==> src/rtl/hazard_stall_unit.sv <==
// Hazard stall unit: stalls the front end on hazards the forwarding unit cannot cover
// and flushes IF/ID on taken branches. Define STALL_COUNTER_EN for saturating event counters.
module hazard_stall_unit #(
  parameter int REG_W = 5
`ifdef STALL_COUNTER_EN
  , parameter int CNT_W = 32
`endif
) (
  input  logic             clk__i,
  input  logic             reset__i,
  input  logic [REG_W-1:0] IFID_RegRs__i,
  input  logic [REG_W-1:0] IFID_RegRt__i,
  input  logic             IFID_UsesRt__i,
  input  logic             Branch__i,
  input  logic             BranchTaken__i,
  input  logic             IDEX_MemRead__i,
  input  logic             IDEX_RegWrite__i,
  input  logic [REG_W-1:0] IDEX_RegDst__i,
  input  logic             EXMEM_MemRead__i,
  input  logic [REG_W-1:0] EXMEM_RegRd__i,
  output logic             PCWrite__o,
  output logic             IFIDWrite__o,
  output logic             IDEXBubble__o,
  output logic             IFIDFlush__o,
  output logic             Stall__o
`ifdef STALL_COUNTER_EN
  , output logic [CNT_W-1:0] StallCnt__o,
  output logic [CNT_W-1:0] FlushCnt__o
`endif
);

  typedef enum logic [1:0] {RUN = 2'b00, HOLD2 = 2'b01, HOLD1 = 2'b10} state_t;

  state_t state;
  logic   dep_ex, dep_mem;
  logic   haz_two, haz_one, hazard;
  logic   held, stall, flush;

  always_comb begin
    dep_ex  = (IDEX_RegDst__i != '0) &&
              ((IDEX_RegDst__i == IFID_RegRs__i) ||
               (IFID_UsesRt__i && (IDEX_RegDst__i == IFID_RegRt__i)));
    dep_mem = (EXMEM_RegRd__i != '0) &&
              ((EXMEM_RegRd__i == IFID_RegRs__i) ||
               (IFID_UsesRt__i && (EXMEM_RegRd__i == IFID_RegRt__i)));
    haz_two = Branch__i && IDEX_MemRead__i && dep_ex;
    haz_one = (IDEX_MemRead__i && dep_ex) ||
              (Branch__i && IDEX_RegWrite__i && !IDEX_MemRead__i && dep_ex) ||
              (Branch__i && EXMEM_MemRead__i && dep_mem);
    hazard  = haz_two || haz_one;
    held    = (state == HOLD1) || (state == HOLD2);
    // Reset overrides everything; a held stall ignores the (stale) inputs entirely.
    stall   = !reset__i && (held || hazard);
    flush   = !reset__i && !held && !hazard && Branch__i && BranchTaken__i;
  end

  assign PCWrite__o    = !stall;
  assign IFIDWrite__o  = !stall;
  assign IDEXBubble__o = stall;
  assign IFIDFlush__o  = flush;
  assign Stall__o      = stall;

  always_ff @(posedge clk__i) begin
    if (reset__i) begin
      state <= RUN;
    end else begin
      case (state)
        RUN:     state <= haz_two ? HOLD1 : RUN;
        HOLD2:   state <= HOLD1;
        HOLD1:   state <= RUN;
        default: state <= RUN;
      endcase
    end
  end

`ifdef STALL_COUNTER_EN
  always_ff @(posedge clk__i) begin
    if (reset__i) begin
      StallCnt__o <= '0;
      FlushCnt__o <= '0;
    end else begin
      if (stall && (StallCnt__o != '1)) StallCnt__o <= StallCnt__o + CNT_W'(1);
      if (flush && (FlushCnt__o != '1)) FlushCnt__o <= FlushCnt__o + CNT_W'(1);
    end
  end
`endif

endmodule
==> config.mk <==
export PLATFORM = sky130hd
export DESIGN_NAME = hazard_stall_unit
export DESIGN_NICKNAME = d
export VERILOG_FILES = /design/src/rtl/hazard_stall_unit.sv
export SDC_FILE = /design/constraint.sdc
export NUM_CORES = 1
export LEC_CHECK = 0
export BUFFER_PORTS_ARGS = -buffer_cell sky130_fd_sc_hd__buf_2
export CORE_AREA = 3 3 40 42
export CTS_CLUSTER_DIAMETER = 50
export CTS_CLUSTER_SIZE = 16
export DETAILED_ROUTE_END_ITERATION = 16
export DIE_AREA = 0 0 43 45
export PLACE_DENSITY_LB_ADDON = 0.25
export SYNTH_ARGS = -nofsm -noshare
export SYNTH_HDL_FRONTEND = slang
export SYNTH_SLANG_ARGS = --single-unit
export TNS_END_PERCENT = 100
==> constraint.sdc <==
create_clock -name clk__i -period 1.7 [get_ports clk__i]
set_clock_uncertainty 0.15 [all_clocks]
set_input_delay 0.17 -clock clk__i [delete_from_list [all_inputs] [get_ports clk__i]]
set_output_delay 0.17 -clock clk__i [all_outputs]
set_load 0.01 [all_outputs]
==> reports/results.txt, run 1 <==
outcome - finished, violations left
failing checks - setup timing
row count - 13
max-cap violations - 0
largest net degree at the start of global routing - 6
critical path class - input port to output port
period utilization - 1.02
synthesized area per cell - 8.29 um^2
HP Class - input port to register
post-synth cell types - 21
fillers - 135
Critical-path top delay cell - or4_4
Synthesized Nets - 73
Final Util - 0.533
reg2reg end - state[1]
max reg flops - 1
critical-path cell list - buf_8 -> or4_4 -> o2111ai_4 -> o221a_1 -> buf_2
IO buf count - 32
Fmax achieved - 0.576 GHz
R2R setup slack - 0.78 ns
WP data required - 1.38 ns
DR vias/cell - 4.70
Top delay family on crit path - simple AND/OR/NAND/NOR gates
vias - 456
total track usage - 0.115
DRT Pass-1 Iters - 2
hold path cells - 3
Buf+Inv Stages, Crit Path - 2
largest register by flop count - state
hold endpoint - state[1]
Power Density - 269 nW/um^2
VDD IR max - 0.156 mV
Max-slew headroom - 0.813
Setup crit end kind - output port
register area share after synthesis - 0.0537
vias in the first global route - 407
Die X - 43 um
Final GP Congestion - 0.668
metal3 WL - 76 um
diodes inserted - 0
Synth Register Bits - 1
clk_lat worst skew - 0 ns
Setup Viol. Count Final - 2
starting density of the core - 0.290
setup ws final - -0.0365 ns
global route overflow - 0
Largest regs - state x1
Worst Path Max Fanout - 3
nets - 112
share of cells above drive strength 1 - 0.622
Syn-to-layout area delta - 83.6%
Final Hold Viols - 0
I/O Pins - 33
area share of the largest cell type after synthesis - 0.423
core area - 1280 um^2
first-pass GRT wire length - 1770 um
Post-Route WL - 1150 um
largest cells by area after synthesis - xnor2_1 42%, dfxtp_1 5.4%, xor2_1 4.7%, o32ai_2 4.4%, buf_4 4.0%
initial antenna violation count - 0
Syn Inst Count - 45
critical path arrival - 1.42 ns
Worst Reg-to-Reg Cells - 3
Final ANT Viol Nets - 0
Setup WS pre-CTS - -0.0365 ns
Leakage - 0.285 nW
met2 wire len - 622 um
Worst-path clk slew - 0 ns
Final Slew Violations - 0
Ys Warns - 0
maximum cell stage delay along the critical path - 0.54 ns
DRT met1 WL - 450 um
post-layout min period - 1.74 ns
Crit path depth - 5
drt initial violations - 2
wire per inst - 11.8 um
start of the worst register-to-register path - state[1]
Synth Cell Area - 373 um^2
die area - 1940 um^2
RSZ-0062 raised after global routing - yes
Hold Startpoint - IDEX_MemRead__i
actual slew at the worst max-slew pin - 0.281 ns
DRC viols - 0
Chip Height - 45 um
cell taking the most area after synthesis - xnor2_1
highest routed layer - met3
CP startpoint kind - input port
[routing by layer]
layer / track usage / up-vias
met4: 0 / 0
li1: - / 238
met5: 0 / -
met3: 0.00797 / 0
met2: 0.231 / 15
met1: 0.143 / 203
[worst min-delay path: stages]
cell,delay (ns)
buf_2,0.10
nand2_1,0.05
nor2_1,0.03
[cells by family after synthesis]
group / after synthesis / synth area share
XOR/XNOR: 20 / 0.470
AND/OR/NAND/NOR: 14 / 0.215
AO/OA/AOI/OAI: 8 / 0.221
buffers and inverters: 2 / 0.0403
flip-flops: 1 / 0.0537
[how the worst max path moves through the flow]
stage / startpoint / end
CTS: EXMEM_RegRd__i[4] / IFIDWrite__o
floorplan: EXMEM_RegRd__i[1] / PCWrite__o
finish: EXMEM_RegRd__i[4] / IFIDWrite__o
global route: EXMEM_RegRd__i[4] / PCWrite__o
global placement: EXMEM_RegRd__i[1] / IFIDWrite__o
detailed placement: IDEX_RegDst__i[3] / IFIDWrite__o
[cell usage after synthesis]
cell,instances
or4_4,1
o22ai_1,1
nor3b_1,1
o2111a_1,1
xor2_1,2
nand2_1,4
buf_4,2
or4_1,1
a21oi_1,1
o221ai_1,1
o21ai_2,1
or2_2,1
nand3_1,2
dfxtp_1,1
nand4_1,2
nor2_1,1
xnor2_1,18
o2111ai_2,1
nand2b_1,1
o32ai_2,1
o221a_1,1
[layout make-up]
class                   count  area [um^2]  share of cell area
multi-input cells          42          403               0.589
flip-flops and latches      1         20.0              0.0293
well taps                  15         18.8              0.0274
repair buffers             39          243               0.355
[layout by cell type, fill, tap and decap left out]
master,n
buf_2,29
xnor2_1,14
buf_4,6
xnor2_2,4
nand2_1,4
or4_4,2
nand3_1,2
nand4_1,2
xor2_1,2
buf_8,2
buf_6,2
o22ai_2,1
o2111ai_4,1
o32ai_2,1
o21ai_4,1
a21oi_1,1
or2_2,1
nand2b_1,1
o221ai_2,1
nor3b_1,1
o2111a_1,1
o221a_1,1
nor2_1,1
dfxtp_1,1
[where the power goes]
part	internal [W]	total, W	switching, W
Clock	0	0	0
Combinational	0.0000913	0.000160	0.0000686
Sequential	0.0000241	0.0000242	0.0000000852
Total	0.000115	0.000184	0.0000686
[through the flow]
| step | TNS (ns) | power [W] | area [um^2] | hold WS [ns] | instances |
|---|---|---|---|---|---|
| after floorplan | 0 | 0.0000900 | 373 | 0.134 | 45 |
| after global placement | -0.0427 | 0.000157 | 582 | 0.253 | 96 |
| after detailed placement | -0.0739 | 0.000159 | 582 | 0.267 | 96 |
| after CTS | -0.0290 | 0.000172 | 634 | 0.266 | 97 |
| after global routing | -0.239 | 0.000200 | 684 | 0.306 | 97 |
| final | -0.0717 | 0.000184 | 684 | 0.258 | 97 |
[timing repair]
action / 4_1_cts / 5_1_grt
hold buffers: 0 / 0
setup buffers: 1 / 0
endpoints found under the setup margin: 4 / 5
gates resized for setup: 8 / 9
pin swaps: 5 / 10
Power figures use the tool's default switching activity.
==> run 2: changes to the inputs <==
--- a/config.mk
+++ b/config.mk
@@ -5,6 +5,7 @@
 export SDC_FILE = /design/constraint.sdc
 export NUM_CORES = 1
 export LEC_CHECK = 0
+export ABC_AREA = 1
 export BUFFER_PORTS_ARGS = -buffer_cell sky130_fd_sc_hd__buf_2
 export CORE_AREA = 3 3 40 42
 export CTS_CLUSTER_DIAMETER = 50
==> constraint.sdc (replaced) <==
create_clock -name clk__i -period 1.6 [get_ports clk__i]
set_clock_uncertainty 0.15 [all_clocks]
set_input_delay 0.16 -clock clk__i [delete_from_list [all_inputs] [get_ports clk__i]]
set_output_delay 0.16 -clock clk__i [all_outputs]
set_load 0.01 [all_outputs]
==> reports/results.txt, run 2 <==
Chip Height - 45 um (unchanged)
vias in the first global route - 555 (+36%)
first-pass GRT wire length - 2100 um (+18%)
post_cts resized - 0 (-8)
Final ANT Viol Nets - 0 (unchanged)
Max-slew headroom - 0.883 (+0.0704)
most frequent cells in the layout - 41 x nand2_1, 32 x buf_2, 16 x inv_1, 13 x nor2_1, 7 x inv_2
Largest regs - state x1
largest cells by area after synthesis - nand2_1 31%, inv_1 12%, nor2_1 10%, nand3_1 6.1%, inv_2 5.4%
actual slew at the worst max-slew pin - 0.174 ns (-0.107 ns)
Post-Route WL - 1270 um (+11%)
register area share after synthesis - 0.0409 (-0.0128)
HP Class - input port to register
Post-CTS Setup Inserts - 0 (-1)
I/O Pins - 33 (unchanged)
outcome - completed
sw frac - 0.481 (+0.108)
max-cap violations - 0 (unchanged)
nets - 166 (+48%)
DR vias/cell - 4.45 (-5.3%)
Worst Path Max Fanout - 4 (+1)
Die X - 43 um (unchanged)
largest net degree at the start of global routing - 5 (-1)
DRT Pass-1 Iters - 4 (+2)
Comb pwr share - 0.846 (-0.022)
synthesized area per cell - 4.62 um^2 (-44%)
IO buf count - 32 (unchanged)
Setup TNS - 0 ns (+0.0717 ns)
diodes inserted - 0 (unchanged)
Final Slew Violations - 0 (unchanged)
CP startpoint kind - input port
critical path class - input port to output port
clock network power share - 0 (unchanged)
row count - 13 (unchanged)
critical path arrival - 1.09 ns (-0.33 ns)
Critical-path top delay cell - buf_2
die area - 1940 um^2 (unchanged)
CTS Hold Bufs - 0 (unchanged)
Final GP Congestion - 0.829 (+24%)
Fmax achieved - 0.716 GHz
Setup Viol. Count Final - 0 (-2)
Synth async-reset ratio - 0 (unchanged)
area share of the largest cell type after synthesis - 0.315 (-0.108)
period utilization - 0.873
commonest non-fill, non-tap cell in the layout - nand2_1
Top delay family on crit path - simple AND/OR/NAND/NOR gates
setup ws final - 0.203 ns (+0.239 ns)
post-layout min period - 1.40 ns
global route overflow - 0 (unchanged)
sequential share of power - 0.154 (+0.022)
max reg flops - 1 (unchanged)
EDFF count, synth - 0 (unchanged)
switching pwr - 0.0000806 W (+17%)
Syn Inst Count - 106 (+140%)
Buf+Inv Stages, Crit Path - 4 (+2)
Worst-path clk slew - 0 ns (unchanged)
core area - 1280 um^2 (unchanged)
Setup WS pre-CTS - 0.189 ns (+0.226 ns)
Leakage - 0.454 nW (+59%)
critical-path cell list - buf_2 -> inv_1 -> nand2_1 -> o21ai_0 -> nor2_1 -> nand3_1 -> nand2_1 -> nand2_2 -> nand3_2 -> nand2_2 -> inv_2 -> buf_2
cell taking the most area after synthesis - nand2_1
starting density of the core - 0.381 (+0.0906)
maximum cell stage delay along the critical path - 0.13 ns (-0.41 ns)
Setup crit end kind - output port
top post-synthesis cells by count - 41 x nand2_1, 16 x inv_1, 13 x nor2_1
Ys Warns - 0 (unchanged)
Main synth FF type - dfxtp_1
Synth Cell Area - 489 um^2 (+31%)
WP data required - 1.29 ns (-0.09 ns)
post-synth cell types - 18 (-14%)
share of cells above drive strength 1 - 0.338 (-0.284)
VDD IR max - 0.117 mV (-25%)
Syn-to-layout area delta - 33.5%
P_int - 0.0000869 W (-25%)
largest register by flop count - state
Pwr Total - 0.000168 W (-9.0%)
clk_lat worst skew - 0 ns (unchanged)
total track usage - 0.132 (+0.0165)
Synth Register Bits - 1 (unchanged)
RSZ-0062 raised after global routing - no
DP HPWL - 1160 um
Synthesized Nets - 134 (+84%)
vias - 672 (+47%)
Final Hold Viols - 0 (unchanged)
initial antenna violation count - 0 (unchanged)
wire per inst - 8.43 um (-29%)
Power Density - 257 nW/um^2 (-4.6%)
drt initial violations - 19 (+17)
top-count cell post-synth - nand2_1
DRC viols - 0 (unchanged)
## run 2: area by class of cell
type / instances / area, um^2
multi-input combinational: 80 / 368
timing repair buffer: 32 / 160
fill: 155 / 632
tap: 15 / 18.8
sequential: 1 / 20.0
inverter: 23 / 86.3
## run 2: cells by family (layout without fill, tap and decap cells)
group	Yosys count	count (layout)	synth area share
AOI/OAI and AO/OA	6	6	0.0614
xor gates and xnor gates	3	3	0.0537
buffers and inverters	25	55	0.207
DFF	1	1	0.0409
and+or+nand+nor	71	71	0.637
## run 2: final timing paths
| kind | startpoint | end | slack [ns] | depth (start not counted) |
|---|---|---|---|---|
| min reg2reg | state[1] | state[1] | 0.27 | 1 |
| max reg2reg | state[1] | state[1] | 0.93 | 1 |
| min | reset__i | state[1] | 0.20 | 2 |
| max | EXMEM_RegRd__i[4] | IDEXBubble__o | 0.20 | 12 |
## run 2: through the flow
stage               instances  instance area [um^2]  utilization  hold slack, ns
CTS                       151                   653        0.508           0.199
detailed placement        151                   653        0.508           0.199
floorplan                 106                   489            -          0.0809
global placement          151                   653        0.508           0.197
global route              151                   653        0.508           0.210
finish                    151                   653        0.508           0.197
## run 2: metal layers
layer,global-route usage,wire (um),vias to the layer above
li1,-,-,378
met5,0,0,-
met4,0,0,0
met3,0,72,0
met2,0.234,585,19
met1,0.193,615,275
## run 2: power groups by stage
stage               clock network, W  registers [W]   logic, W
global placement                   0      0.0000259   0.000140
detailed placement                 0      0.0000259   0.000141
global route                       0      0.0000259   0.000162
finish                             0      0.0000259   0.000142
CTS                                0      0.0000259   0.000142
floorplan                          0      0.0000259  0.0000785
==> run 3: changes to the inputs <==
--- a/config.mk
+++ b/config.mk
@@ -13,6 +13,8 @@
 export DETAILED_ROUTE_END_ITERATION = 16
 export DIE_AREA = 0 0 43 45
 export PLACE_DENSITY_LB_ADDON = 0.25
+export RECOVER_POWER = 25
+export SLEW_MARGIN = 10
 export SYNTH_ARGS = -nofsm -noshare
 export SYNTH_HDL_FRONTEND = slang
 export SYNTH_SLANG_ARGS = --single-unit
==> reports/results.txt, run 3 (synthesis results as in run 2) <==
nets - 166 (unchanged)
maximum cell stage delay along the critical path - 0.13 ns (about the same)
max reg flops - 1 (unchanged)
Final Non-Filler Cells - 151 (unchanged)
starting density of the core - 0.381 (unchanged)
post-layout min period - 1.40 ns (+0.0000250 ns)
critical-path cell list - buf_2 -> inv_1 -> nand2_1 -> o21ai_0 -> nor2_1 -> nand3_1 -> nand2_1 -> nand2_2 -> nand3_2 -> nand2_2 -> inv_2 -> buf_2
Die X - 43 um (unchanged)
RSZ-0062 raised after global routing - no
Setup Viol. Count Final - 0 (unchanged)
Setup crit end kind - output port
reg2reg end - state[1]
most frequent cells in the layout - 41 x nand2_1, 32 x buf_2, 16 x inv_1, 13 x nor2_1, 7 x inv_2
Top delay family on crit path - simple AND/OR/NAND/NOR gates
max-cap violations - 0 (unchanged)
Final Slew Violations - 0 (unchanged)
largest net degree at the start of global routing - 5 (unchanged)
start of the worst register-to-register path - state[1]
Leakage - 0.451 nW (-0.55%)
Largest regs - state x1
Worst Path Max Fanout - 4 (unchanged)
CTS Hold Bufs - 0 (unchanged)
largest register by flop count - state
post_cts resized - 0 (unchanged)
critical path class - input port to output port
CP startpoint kind - input port
Buf+Inv Stages, Crit Path - 4 (unchanged)
Worst Reg-to-Reg Cells - 1 (unchanged)
outcome - completed
WP data required - 1.29 ns (about the same)
sw frac - 0.481 (-0.000530)
commonest non-fill, non-tap cell in the layout - nand2_1
row count - 13 (unchanged)
drt initial violations - 19 (unchanged)
Design Area, Final - 648 um^2 (-0.77%)
DR vias/cell - 4.47 (+0.45%)
Comb pwr share - 0.846 (about the same)
Critical-path top delay cell - buf_2
setup ws final - 0.203 ns (-0.0000250 ns)
P_int - 0.0000868 W (about the same)
Max-slew headroom - 0.883 (unchanged)
hold path cells - 2 (unchanged)
Hold Startpoint - reset__i
period utilization - 0.873 (about the same)
Fmax achieved - 0.716 GHz (about the same)
placement-stage cell area - 653 um^2 (unchanged)
wire per inst - 8.46 um (+0.39%)
share of cells above drive strength 1 - 0.331 (-0.00735)
DRC viols - 0 (unchanged)
clk_lat worst skew - 0 ns (unchanged)
WHS - 0.197 ns (-0.000523 ns)
HP Class - input port to register
IO buf count - 32 (unchanged)
clock network power share - 0 (unchanged)
global route overflow - 0 (unchanged)
Final Hold Viols - 0 (unchanged)
Post-Route WL - 1280 um (+0.39%)
VDD IR max - 0.117 mV (-0.26%)
die area - 1940 um^2 (unchanged)
actual slew at the worst max-slew pin - 0.174 ns (unchanged)
Post-CTS Setup Inserts - 0 (unchanged)
R2R setup slack - 0.91 ns (-0.02 ns)
core area - 1280 um^2 (unchanged)
hold endpoint - state[1]
critical path arrival - 1.09 ns (about the same)
Worst-path clk slew - 0 ns (unchanged)
DP Cell Count - 151 (unchanged)
Setup TNS - 0 ns (unchanged)
Setup WS pre-CTS - 0.189 ns (unchanged)
vias in the first global route - 555 (unchanged)
vias - 675 (+0.45%)
Final GP Congestion - 0.829 (unchanged)
initial antenna violation count - 0 (unchanged)
fillers - 156 (+0.65%)
DP HPWL - 1160 um (unchanged)
start point of the critical path - EXMEM_RegRd__i[4]
first-pass GRT wire length - 2100 um (unchanged)
Syn-to-layout area delta - 32.5%
Chip Height - 45 um (unchanged)
I/O Pins - 33 (unchanged)
diodes inserted - 0 (unchanged)
Power Density - 258 nW/um^2 (+0.60%)
sequential share of power - 0.154 (about the same)
total track usage - 0.132 (unchanged)
switching pwr - 0.0000804 W (-0.28%)
Final ANT Viol Nets - 0 (unchanged)
DRT Pass-1 Iters - 4 (unchanged)
run 3: through the flow:
step,power [W],utilization
detailed placement,0.000167,0.508
finish,0.000167,0.504
floorplan,0.000104,-
CTS,0.000168,0.508
global route,0.000187,0.504
global placement,0.000166,0.508
run 3: area by class of cell:
| class | instances | area [um^2] | share of cell area |
|---|---|---|---|
| Inverter | 23 | 86.3 | 0.133 |
| Sequential cell | 1 | 20.0 | 0.0309 |
| Multi-Input combinational cell | 80 | 363 | 0.560 |
| Timing Repair Buffer | 32 | 160 | 0.247 |
| Tap cell | 15 | 18.8 | 0.0290 |
run 3: worst max-delay path by stage:
stage	end	slack [ns]	cells after the start
floorplan	Stall__o	0.35	11
global placement	IDEXBubble__o	0.19	8
detailed placement	IDEXBubble__o	0.19	12
CTS	IDEXBubble__o	0.19	12
global route	IDEXBubble__o	0.06	12
finish	IDEXBubble__o	0.20	12
run 3: power groups by stage:
stage | clock network [W] | registers [W] | logic (W)
after floorplan | 0 | 0.0000259 | 0.0000785
after global placement | 0 | 0.0000259 | 0.000140
after detailed placement | 0 | 0.0000259 | 0.000141
after CTS | 0 | 0.0000259 | 0.000142
after global routing | 0 | 0.0000259 | 0.000161
final | 0 | 0.0000258 | 0.000141
run 3: routing by layer:
layer	share of wire	vias up	wire, um	track usage
met5	0	-	0	0
met4	0	0	0	0
met3	0.057	0	73	0
met2	0.46	19	585	0.234
met1	0.48	277	618	0.193
li1	-	379	-	-
